### config.mk
export PLATFORM = sky130hd
export DESIGN_NAME = vram_cpu_port
export DESIGN_NICKNAME = d
export VERILOG_FILES = /design/src/rtl/vram_cpu_port.sv
export SDC_FILE = /design/constraint.sdc
export NUM_CORES = 1
export LEC_CHECK = 0
export BUFFER_PORTS_ARGS = -buffer_cell sky130_fd_sc_hd__buf_2
export CORE_ASPECT_RATIO = 1.75
export CORE_MARGIN = 4
export CORE_UTILIZATION = 35
export DETAILED_ROUTE_END_ITERATION = 16
export GPL_TIMING_DRIVEN = 1
export PLACE_DENSITY = 0.54
export SETUP_SLACK_MARGIN = 0.3
export SLEW_MARGIN = 20
export SYNTH_ARGS = -nofsm -noshare
export SYNTH_HDL_FRONTEND = slang
export SYNTH_SLANG_ARGS = --single-unit
### constraint.sdc
create_clock -name CLK -period 2.25 [get_ports CLK]
set_input_delay 0.1125 -clock CLK [delete_from_list [all_inputs] [get_ports CLK]]
set_output_delay 0.1125 -clock CLK [all_outputs]
set_load 0.01 [all_outputs]
### src/rtl/vram_cpu_port.sv
// 6502-side register port into video RAM: queued writes, prefetched reads, video-priority arbitration.
// Optional VRAM_PORT_STRIDE_EN makes the STATUS register writable as the pointer stride.
module vram_cpu_port #(
    parameter int ADDR_W     = 14,
    parameter int FIFO_DEPTH = 4
) (
    input  logic              CLK,
    input  logic              RESET,
    input  logic              CPU_CS,
    input  logic              CPU_RW,
    input  logic [1:0]        CPU_REG,
    input  logic [7:0]        CPU_DIN,
    output logic [7:0]        CPU_DOUT,
    input  logic              VID_BUSY,
    output logic              VRAM_REQ,
    output logic              VRAM_WE,
    output logic [ADDR_W-1:0] VRAM_ADDR,
    output logic [7:0]        VRAM_DIN,
    input  logic [7:0]        VRAM_DOUT,
    output logic              FIFO_FULL,
    output logic              IDLE
);

    localparam int IDX_W = $clog2(FIFO_DEPTH);

    localparam logic [1:0] S_IDLE  = 2'd0;
    localparam logic [1:0] S_WRITE = 2'd1;
    localparam logic [1:0] S_READ  = 2'd2;
    localparam logic [1:0] S_RWAIT = 2'd3;

    localparam logic [1:0] R_LO   = 2'd0;
    localparam logic [1:0] R_HI   = 2'd1;
    localparam logic [1:0] R_DATA = 2'd2;
    localparam logic [1:0] R_STAT = 2'd3;

    logic [1:0]        state, state_nx;
    logic [ADDR_W-1:0] ptr;
    logic [15:0]       ptr_ext;
    logic [7:0]        stride;
    logic [7:0]        latch;
    logic              pf_valid, pf_pend, ovf;

    logic [ADDR_W-1:0] fifo_addr [FIFO_DEPTH];
    logic [7:0]        fifo_data [FIFO_DEPTH];
    logic [IDX_W-1:0]  wr_idx, rd_idx;
    logic [IDX_W:0]    count;
    logic              fifo_empty;

    logic wr_lo, wr_hi, wr_data, rd_data, rd_stat;
    logic push, pop, issue_wr, issue_rd, pf_restart;

    assign wr_lo      = CPU_CS && !CPU_RW && (CPU_REG == R_LO);
    assign wr_hi      = CPU_CS && !CPU_RW && (CPU_REG == R_HI);
    assign wr_data    = CPU_CS && !CPU_RW && (CPU_REG == R_DATA);
    assign rd_data    = CPU_CS &&  CPU_RW && (CPU_REG == R_DATA);
    assign rd_stat    = CPU_CS &&  CPU_RW && (CPU_REG == R_STAT);

    assign fifo_empty = (count == '0);
    assign FIFO_FULL  = (count == (IDX_W+1)'(FIFO_DEPTH));
    assign pop        = issue_wr;
    // A full FIFO can still take a push in the same cycle the drain frees a slot.
    assign push       = wr_data && (!FIFO_FULL || pop);
    assign pf_restart = wr_lo || wr_hi || rd_data;
    assign IDLE       = fifo_empty && !pf_pend && (state == S_IDLE);
    assign ptr_ext    = 16'(ptr);

`ifdef VRAM_PORT_STRIDE_EN
    always_ff @(posedge CLK or posedge RESET) begin
        if (RESET)
            stride <= 8'd1;
        else if (CPU_CS && !CPU_RW && (CPU_REG == R_STAT))
            stride <= CPU_DIN;
    end
`else
    assign stride = 8'd1;
`endif

    always_comb begin
        case (CPU_REG)
            R_LO:    CPU_DOUT = ptr_ext[7:0];
            R_HI:    CPU_DOUT = ptr_ext[15:8];
            R_DATA:  CPU_DOUT = latch;
            default: CPU_DOUT = {4'b0, ovf, pf_valid, fifo_empty, FIFO_FULL};
        endcase
    end

    // Pending writes always drain before a prefetch so reads see earlier writes.
    always_comb begin
        issue_wr = 1'b0;
        issue_rd = 1'b0;
        state_nx = state;
        case (state)
            S_IDLE: begin
                if (!VID_BUSY && !fifo_empty) begin
                    issue_wr = 1'b1;
                    state_nx = S_WRITE;
                end else if (!VID_BUSY && pf_pend) begin
                    issue_rd = 1'b1;
                    state_nx = S_READ;
                end
            end
            S_WRITE: begin
                if (!VID_BUSY && !fifo_empty)
                    issue_wr = 1'b1;
                else
                    state_nx = S_IDLE;
            end
            S_READ:  state_nx = S_RWAIT;
            default: state_nx = S_IDLE;
        endcase
    end

    always_ff @(posedge CLK) begin
        if (push) begin
            fifo_addr[wr_idx] <= ptr;
            fifo_data[wr_idx] <= CPU_DIN;
        end
    end

    always_ff @(posedge CLK or posedge RESET) begin
        if (RESET) begin
            state     <= S_IDLE;
            ptr       <= '0;
            latch     <= 8'd0;
            pf_valid  <= 1'b0;
            pf_pend   <= 1'b0;
            ovf       <= 1'b0;
            wr_idx    <= '0;
            rd_idx    <= '0;
            count     <= '0;
            VRAM_REQ  <= 1'b0;
            VRAM_WE   <= 1'b0;
            VRAM_ADDR <= '0;
            VRAM_DIN  <= 8'd0;
        end else begin
            state <= state_nx;

            if (wr_lo)
                ptr[7:0] <= CPU_DIN;
            else if (wr_hi)
                ptr[ADDR_W-1:8] <= CPU_DIN[ADDR_W-9:0];
            else if (push || rd_data)
                ptr <= ptr + ADDR_W'(stride);

            if (wr_data && !push)
                ovf <= 1'b1;
            else if (rd_stat)
                ovf <= 1'b0;

            if (push)
                wr_idx <= wr_idx + IDX_W'(1);
            if (pop)
                rd_idx <= rd_idx + IDX_W'(1);
            case ({push, pop})
                2'b10:   count <= count + (IDX_W+1)'(1);
                2'b01:   count <= count - (IDX_W+1)'(1);
                default: count <= count;
            endcase

            // A pointer change during an in-flight fetch discards its result.
            if (pf_restart)
                pf_pend <= 1'b1;
            else if (issue_rd)
                pf_pend <= 1'b0;

            if (pf_restart)
                pf_valid <= 1'b0;
            else if ((state == S_RWAIT) && !pf_pend)
                pf_valid <= 1'b1;

            if ((state == S_RWAIT) && !pf_pend && !pf_restart)
                latch <= VRAM_DOUT;

            if (issue_wr) begin
                VRAM_REQ  <= 1'b1;
                VRAM_WE   <= 1'b1;
                VRAM_ADDR <= fifo_addr[rd_idx];
                VRAM_DIN  <= fifo_data[rd_idx];
            end else if (issue_rd) begin
                VRAM_REQ  <= 1'b1;
                VRAM_WE   <= 1'b0;
                VRAM_ADDR <= ptr;
            end else begin
                VRAM_REQ  <= 1'b0;
                VRAM_WE   <= 1'b0;
            end
        end
    end

endmodule

* Word level (Yosys, flattened, before mapping)
Memory sizes are Yosys's and may differ from the RTL's. A register that Yosys moved wholly into a read port is not among the register bits. Cells that the tools add are included.
Word-level totals: memory bits (writable) 88, output and inout bits 34, bits of input ports 23, memories 2, bits in registers 50, logic and storage cells 101
Memory list:
- fifo_addr | words 4, width 14, rd ports 1, clocked after memory_dff 0, wr ports 1, line 43 | logic [ADDR_W-1:0] fifo_addr [FIFO_DEPTH];
- fifo_data | words 4, width 8, rd ports 1, clocked after memory_dff 1, wr ports 1, line 44 | logic [7:0] fifo_data [FIFO_DEPTH];
Cells by class: equality and inequality tests 12, muxes and demuxes 28, add/subtract/negate cells 5, reductions and logical operators 40, bitwise logic cells 1
Operators with widths (number):
- $mux 14 | 3
- $pmux 8 s3 | 1
- $mux 1 | 16
- $mux 8 | 2
- $logic_and 1x1->1 | 15
- $add 14x1->14 const B | 1
- $reduce_bool 2->1 | 7
- $eq 2x2->1 const B | 5
- $logic_not 1->1 | 7
- $eq 2x1->1 const B | 3
- $mux 2 | 3
- $mux 6 | 1
- $pmux 2 s3 | 1
- $pmux 3 s2 | 1
- $reduce_and 2->1 | 3
- $add 2x1->2 const B | 2
- $logic_not 2->1 | 2
- $logic_or 1x1->1 | 4
- $ne 2x2->1 const B | 2
- $add 3x1->3 const B | 1
- $eq 3x3->1 const B | 1
- $logic_not 3->1 | 1
- $ne 3x1->1 const B | 1
- $sub 3x1->3 const B | 1
- 2 further kinds | 2

* Logic depth before layout (Yosys ltp)
Gate-level depths: netlist (run 1).
depth after elaboration 11, gate-level depth with buffers 8, depth with buffers taken out 7

* Worst setup path after synthesis (run 1)
No wires, ideal clock.
kind register -> register, from register count[2], to memory fifo_addr[0][0], enable pin, data arrival time 1.648 ns, library setup time 0.381 ns, data required time 1.869 ns, stages on the path, launching flop included 5, period minus slack after synthesis 2.029 ns, path buffers 0, slack 0.221 ns, cell sequence dfrtp_1 or3b_4 inv_1 a21boi_2 and2_1
Between the ends: elaborated cells between the ends (all ways) 11, those cells by class eq/ne (1); mux (4); reduce/logical (6)
RTL lines:
- start, declared | line 46 | logic [IDX_W:0] count;
- start signal, assigned | line 155 | 2'b10: count <= count + (IDX_W+1)'(1);
- start signal, assigned | line 156 | 2'b01: count <= count - (IDX_W+1)'(1);
- start signal, assigned | line 157 | default: count <= count;
- $eq 3x3->1 | line 59 | assign FIFO_FULL = (count == (IDX_W+1)'(FIFO_DEPTH));
- net FIFO_FULL | line 20 | output logic FIFO_FULL,
- $logic_not 1->1 | line 62 | assign push = wr_data && (!FIFO_FULL || pop);
- $logic_or 1x1->1 | line 62
- $logic_and 1x1->1 | line 62
- $mux 1 | line 114 | if (push) begin
- $mux 1 (not written as such) | line 115 | fifo_addr[wr_idx] <= ptr;
- end, declared | line 43
The timed path passes the listed nets, and every way through them passes these cells.

* Final worst setup path (run 1)
from register count[2], to output port CPU_DOUT[1]
Between the ends: cells in the longest elaborated chain, start to end 2
Ends and longest elaborated chain:
- $logic_not 3->1 | line 58 | assign fifo_empty = (count == '0);
- $pmux 8 s3 | line 79 | case (CPU_REG)
- end, declared | line 13 | output logic [7:0] CPU_DOUT,
No other way between the ends.

==> impl_metrics.tcl, run 1 <==
set metrics [dict create \
    synthCells 418 \
    syn_avg_cell_area_um2 14.79 \
    syn-cell-area_um2 6183 \
    arrival_ns 1.78 \
    insertion_delay_ns 0.42 \
    wire_per_inst_um 18.37 \
    grt_first_pass_wirelength_mm 22.82 \
    clock.fmax_mhz 529.2 \
    cp-start-kind "register" \
    synthDistinctLibCells 52 \
    yosysMostFrequentCell "edfxtp_1" \
    rsz0062_at_grt "yes" \
    synth_top_area_cell "edfxtp_1" \
    power_leakage_nw 2.936 \
    skew_ns 0.01189 \
    dr.pass1.iters 4 \
    ys_seq_area_frac 0.6621 \
    max_cap_violations 0 \
    async_reset_ff_frac 0.3973 \
    rows 64 \
    drtIter0Drc 237 \
    startpoint "count[2]$_DFFE_PP0P_" \
    ff2ff_path_depth 7 \
    critPathCaptureType "output pin" \
    die_area_um2 19940 \
    whs_path_depth 1 \
    power.share.clock 0.303 \
    finalWeightedCongestion 0.7715 \
    routed_wl_mm 13.89 \
    synth_area_leaders "edfxtp_1 (43%), dfrtp_1 (23%), mux4_2 (9.5%)" \
    synth-edff-count 88 \
    drive_gt1_frac 0.3181 \
    cts_buffer_depth 2 \
    slew_headroom 0.5564 \
    drcViolationCount 0 \
    min_period_over_period 0.8399 \
    antenna_found_initial 0 \
    synthFlopType "edfxtp_1" \
    setup_viol 0 \
    hpwl_mm 9.411 \
    cts_tree "done" \
    clock-root-buffer "clkbuf_16" \
    coreArea_um2 17460 \
    slew_violations 0 \
    ys_seq_elements 146 \
    clk_pin_slew_worst_paths_ns 0.07 \
    grt_max_degree 36 \
    start_util 0.3542 \
    synth_commonest_cells "edfxtp_1 (88), dfrtp_1 (58), nand2_1 (43)" \
    p_int_w 0.006419 \
    grt_pass1_vias 4153 \
    hold_class "in -> reg" \
    worstReg2RegEnd "count[2]$_DFFE_PP0P_" \
    critPathCapture "CPU_DOUT[1]" \
    grt_overflow 0 \
    powerDensity_nw_per_um2 1209 \
    rr_startpoint "state[1]$_DFFE_PP0P_" \
    postRouteAntennaNets 0 \
    switching_share 0.3082 \
    power_frac_seq 0.418 \
    rrSetupSlack_ns 0.41 \
    clock-sinks 146 \
    report.power.total_w 0.009278 \
    yosys.area.top_type_share 0.4274 \
    path_class "reg -> out" \
    via_per_inst 5.050 \
    status "finished, final reports clean" \
    ios 57 \
    die_y_um 183.8 \
    syn_nets 447 \
    numPortBuffers 56 \
    vias 3818 \
    cts_made_buffers 17 \
    cts_max_level 4 \
    worst_pin_slew_ns 0.6637 \
    die_width_um 108.5 \
    yosys_warnings 0 \
    setup_tns_ns 0 \
    grt_usage 0.1528 \
    syn2layout_area_growth_pct 24.16 \
    ir_worst_vdd_mv 0.5399 \
    hold_viol 0 \
    required_ns 2.14 \
    fin_nets 541 \
    num_antenna_cells 0 \
    critical_path_peak_fanout 5 \
    fillers 1659 \
    period_needed_ns 1.890 \
    p_switching_w 0.002859 \
    comb_power_share 0.279 \
]
==> per-stage QoR <==
step	util	hold slack (ns)	instance area [um^2]	std cells	worst slack, ns
3_3_place_gp	0.3939	0.2084	6877	705	0.3073
3_5_place_dp	0.3939	0.2238	6877	705	0.2462
5_1_grt	0.4398	0.001394	7677	756	0.2773
6_report	0.4398	0.003631	7677	756	0.3602
4_1_cts	0.4362	0.001088	7615	750	0.3117
2_1_floorplan	-	0.2114	6188	418	0.3101
==> layout make-up <==
| class | count | area [um^2] | share of cell area |
|---|---|---|---|
| Clock buffer | 22 | 508.0 | 0.06617 |
| Tap cell | 231 | 289.0 | 0.03765 |
| Clock inverter | 10 | 91.34 | 0.01190 |
| Inverter | 9 | 33.78 | 0.004400 |
| Sequential cell | 146 | 4096 | 0.5336 |
| Timing Repair Buffer | 96 | 678.2 | 0.08833 |
| Multi-Input combinational cell | 242 | 1981 | 0.2580 |
==> metal layers <==
metal	GRT usage	vias to the layer above	part of all wire
met5	0	-	0
li1	-	1784	-
met2	0.2678	97	0.54
met1	0.1769	1916	0.40
met3	0.03515	21	0.042
met4	0.06522	0	0.021
==> how the worst min path moves through the flow <==
stage / start / endpoint / slack, ns
after floorplan: CPU_DIN[0] / fifo_data[0][0]$_DFFE_PP_ / 0.21
after global placement: RESET / VRAM_ADDR[1]$_DFFE_PP0P_ / 0.21
after detailed placement: RESET / VRAM_ADDR[1]$_DFFE_PP0P_ / 0.22
after CTS: CPU_DIN[3] / fifo_data[1][3]$_DFFE_PP_ / 0.001
after global routing: CPU_DIN[2] / fifo_data[2][2]$_DFFE_PP_ / 0.001
final: CPU_DIN[2] / fifo_data[2][2]$_DFFE_PP_ / 0.004
==> power groups by stage <==
| stage | Sequential, W | Combinational (W) | Clock, W |
|---|---|---|---|
| after floorplan | 0.00394 | 0.00161 | 0 |
| after global placement | 0.00391 | 0.00250 | 0 |
| after detailed placement | 0.00393 | 0.00255 | 0 |
| after CTS | 0.00388 | 0.00260 | 0.00289 |
| after global routing | 0.00395 | 0.00290 | 0.00303 |
| final | 0.00387 | 0.00259 | 0.00282 |
==> worst max-delay path, cell delays in order (launching register included) <==
cell and delay [ns]:
dfrtp_1 0.39, buf_4 0.15, nor3_2 0.35, mux4_2 0.33
buf_2 0.13
==> cell families (layout without fill, tap and decap cells) <==
kind of cell,count (synthesis),count (layout),synth area share
AOI/OAI and AO/OA,59,59,0.06677
xor gates and xnor gates,5,5,0.007082
adders and majority gates,6,6,0.01336
buffers and inverters,30,137,0.02185
DFF,146,146,0.6621
muxes,41,41,0.1214
and+or+nand+nor,131,131,0.1074
==> registers in the layout, indices dropped and copies added (netlist names) <==
register,cells
VRAM_DIN,8
ptr,14
count,3
pf_pend,1
VRAM_WE,1
fifo_data,32
VRAM_ADDR,14
wr_idx,2
state,2
VRAM_REQ,1
ovf,1
rd_idx,2
fifo_addr,56
pf_valid,1
latch,8
==> repair_timing <==
| action | CTS | global route |
|---|---|---|
| buffers inserted | 1 | 4 |
| resized for setup | 4 | 3 |
| pin swaps | 0 | 2 |
| endpoints found under the hold margin | 42 | 6 |
| endpoints found under the setup margin | 6 | 5 |
| hold buffers | 12 | 2 |
==> layout by cell type (no fill, tap or decap), types with 5 or more instances in the layout <==
| master | Yosys | layout |
|---|---|---|
| edfxtp_1 | 88 | 88 |
| dfrtp_1 | 58 | 56 |
| buf_2 | 9 | 56 |
| nand2_1 | 43 | 43 |
| nor2_1 | 39 | 39 |
| mux4_2 | 26 | 26 |
| buf_4 | 1 | 21 |
| clkbuf_16 | 0 | 20 |
| o22ai_1 | 16 | 16 |
| dlygate4sd3_1 | 0 | 14 |
| o21ai_0 | 9 | 9 |
| mux2_2 | 8 | 8 |
| a31oi_1 | 8 | 8 |
| o31ai_1 | 7 | 7 |
| inv_1 | 8 | 6 |
| mux2i_1 | 6 | 6 |
| or4_1 | 6 | 6 |
| nand3_1 | 7 | 6 |
| a2bb2oi_1 | 6 | 6 |
| a21oi_1 | 5 | 5 |
| xnor2_1 | 5 | 5 |
| nor3_1 | 7 | 5 |
| ha_1 | 5 | 5 |
| buf_12 | 0 | 5 |
(Power assumes the default switching activity.)
==> run 2, diff against run 1 <==
PLACE_DENSITY = 0.56   (was 0.54)
clock period = 1.6 ns   (was 2.25 ns; I/O delays follow)
==> impl_metrics.tcl, run 2 (synthesis gave the netlist of run 1 again) <==
set metrics [dict create \
    postRouteAntennaNets 0 \
    grt_util_met1 0.1808 \
    die_area_um2 19940 \
    drtIter0Drc 238 \
    hpwl_mm 10.03 \
    reg_top3 "fifo_addr (56), fifo_data (32)" \
    die_y_um 183.8 \
    drcViolationCount 0 \
    start_util 0.3542 \
    grt_first_pass_wirelength_mm 24.60 \
    critPathCaptureType "register" \
    crit_chain "or3b_4 > inv_4 > buf_4 > buf_6 > a21boi_4 > and2_4 > buf_12 > buf_12" \
    status "finished, violations left" \
    insertion_delay_ns 0.43 \
    clock.fmax_mhz 519.7 \
    num_antenna_cells 0 \
    pre_cts_slack_ns -0.1330 \
    rsz0062_at_grt "yes" \
    dpl_cell_area_um2 7337 \
    cts_made_buffers 17 \
    utilization 0.5080 \
    grt_overflow 0 \
    grt_usage 0.1665 \
    dr.pass1.iters 4 \
    max_stage_delay_ns 0.40 \
    met2_usage 0.3000 \
    clock-root-buffer "clkbuf_16" \
    critical_path_peak_fanout 8 \
    busiest_layer "met2" \
    period_needed_ns 1.924 \
    slew_headroom 0.6756 \
    hold_viol 0 \
    cts_buffer_depth 2 \
    final_area_um2 8869 \
    powerDensity_nw_per_um2 1664 \
    min_period_over_period 1.203 \
    holdWs_ns 0.1255 \
    crit_family "simple AND/OR/NAND/NOR gates" \
    finalWeightedCongestion 0.8396 \
    required_ns 1.74 \
    ios 57 \
    cts_max_level 4 \
    clk_pin_slew_worst_paths_ns 0.06 \
    vias 4160 \
    cts_tree "done" \
    slew_violations 0 \
    rows 64 \
    via_per_inst 5.012 \
    clock-sinks 146 \
    skew_ns 0.008690 \
    die_width_um 108.5 \
    grt_pass1_vias 4519 \
    max_cap_violations 0 \
    power_leakage_nw 3.483 \
    cp_common_cell "buf_12" \
    worst_pin_slew_ns 0.4839 \
    final_cell_mix "edfxtp_1 (88), buf_2 (51), buf_4 (50), dfrtp_1 (49), nor2_1 (39)" \
    ir_worst_vdd_mv 0.8030 \
    hold_class "in -> reg" \
    antenna_found_initial 0 \
    fin_nets 615 \
    arrival_ns 2.06 \
    wire_per_inst_um 18.84 \
    numPortBuffers 56 \
    top_register "fifo_addr" \
    largest_reg_flops 56 \
    crit_buf_inv 5 \
    met3_usage 0.03937 \
    path_class "reg -> reg" \
    grt_max_degree 59 \
    violations "negative setup slack" \
    cp_slowest_cell "dfrtp_1" \
    coreArea_um2 17460 \
    timing.final.ws_setup_ns -0.3242 \
    setup_viol 139 \
    syn2layout_area_growth_pct 43.42 \
    final_common_cell "edfxtp_1" \
    drive_gt1_frac 0.4658 \
    cp-start-kind "register" \
    setup_tns_ns -29.98 \
    routed_wl_mm 15.64 \
]
## run 2: final cells by class
class,count,area (um^2)
Clock buffer,18,429.2
Clock inverter,14,153.9
Fill cell,1534,8588
Inverter,9,52.55
Multi-Input combinational cell,242,2262
Sequential cell,146,4105
Tap cell,231,289.0
Timing Repair Buffer,169,1568
Timing Repair inverter,1,8.758
## run 2: routing by layer
layer,part of all wire,vias up
met5,0,-
met4,0.036,0
met3,0.028,27
met2,0.56,77
met1,0.38,2115
li1,-,1941
## run 2: what timing repair did
item,CTS,global route
hold endpoints to repair,101,0
pin swaps,10,14
endpoints found under the setup margin,154,154
hold buffers,18,0
setup buffers,17,12
resized for setup,58,34
cloned,4,3
## run 2: final timing paths
path	depth (start not counted)	startpoint	end	slack, ns
worst max register to register	8	count[2]$_DFFE_PP0P_	fifo_addr[0][13]$_DFFE_PP_	-0.32
max in group asynchronous	4	RESET	ptr[5]$_DFFE_PP0P_	0.99
worst max-delay path	8	count[2]$_DFFE_PP0P_	fifo_addr[0][13]$_DFFE_PP_	-0.32
worst min-delay path	5	CPU_RW	ovf$_DFFE_PP0P_	0.13
worst min register to register	2	VRAM_DIN[6]$_DFFE_PP0N_	VRAM_DIN[6]$_DFFE_PP0N_	0.47
min in group asynchronous	4	RESET	VRAM_ADDR[10]$_DFFE_PP0P_	0.28
## run 2: worst reg2reg max path, stage by stage, from the launching register on
cell      delay (ns)
dfrtp_1         0.40
or3b_4          0.26
inv_4           0.03
buf_4           0.12
buf_6           0.11
a21boi_4        0.25
and2_4          0.25
buf_12          0.11
buf_12          0.12
## run 2: through the flow
| stage | power, W | std cells |
|---|---|---|
| 2_1_floorplan | 0.008032 | 418 |
| 3_3_place_gp | 0.009697 | 744 |
| 3_5_place_dp | 0.009799 | 744 |
| 4_1_cts | 0.01434 | 815 |
| 5_1_grt | 0.01553 | 830 |
| 6_report | 0.01476 | 830 |
## run 2: where the power goes
part / total (W) / internal, W / switching [W]
registers: 0.00549 / 0.00488 / 0.000606
clock network: 0.00390 / 0.00231 / 0.00159
logic: 0.00538 / 0.00290 / 0.00248
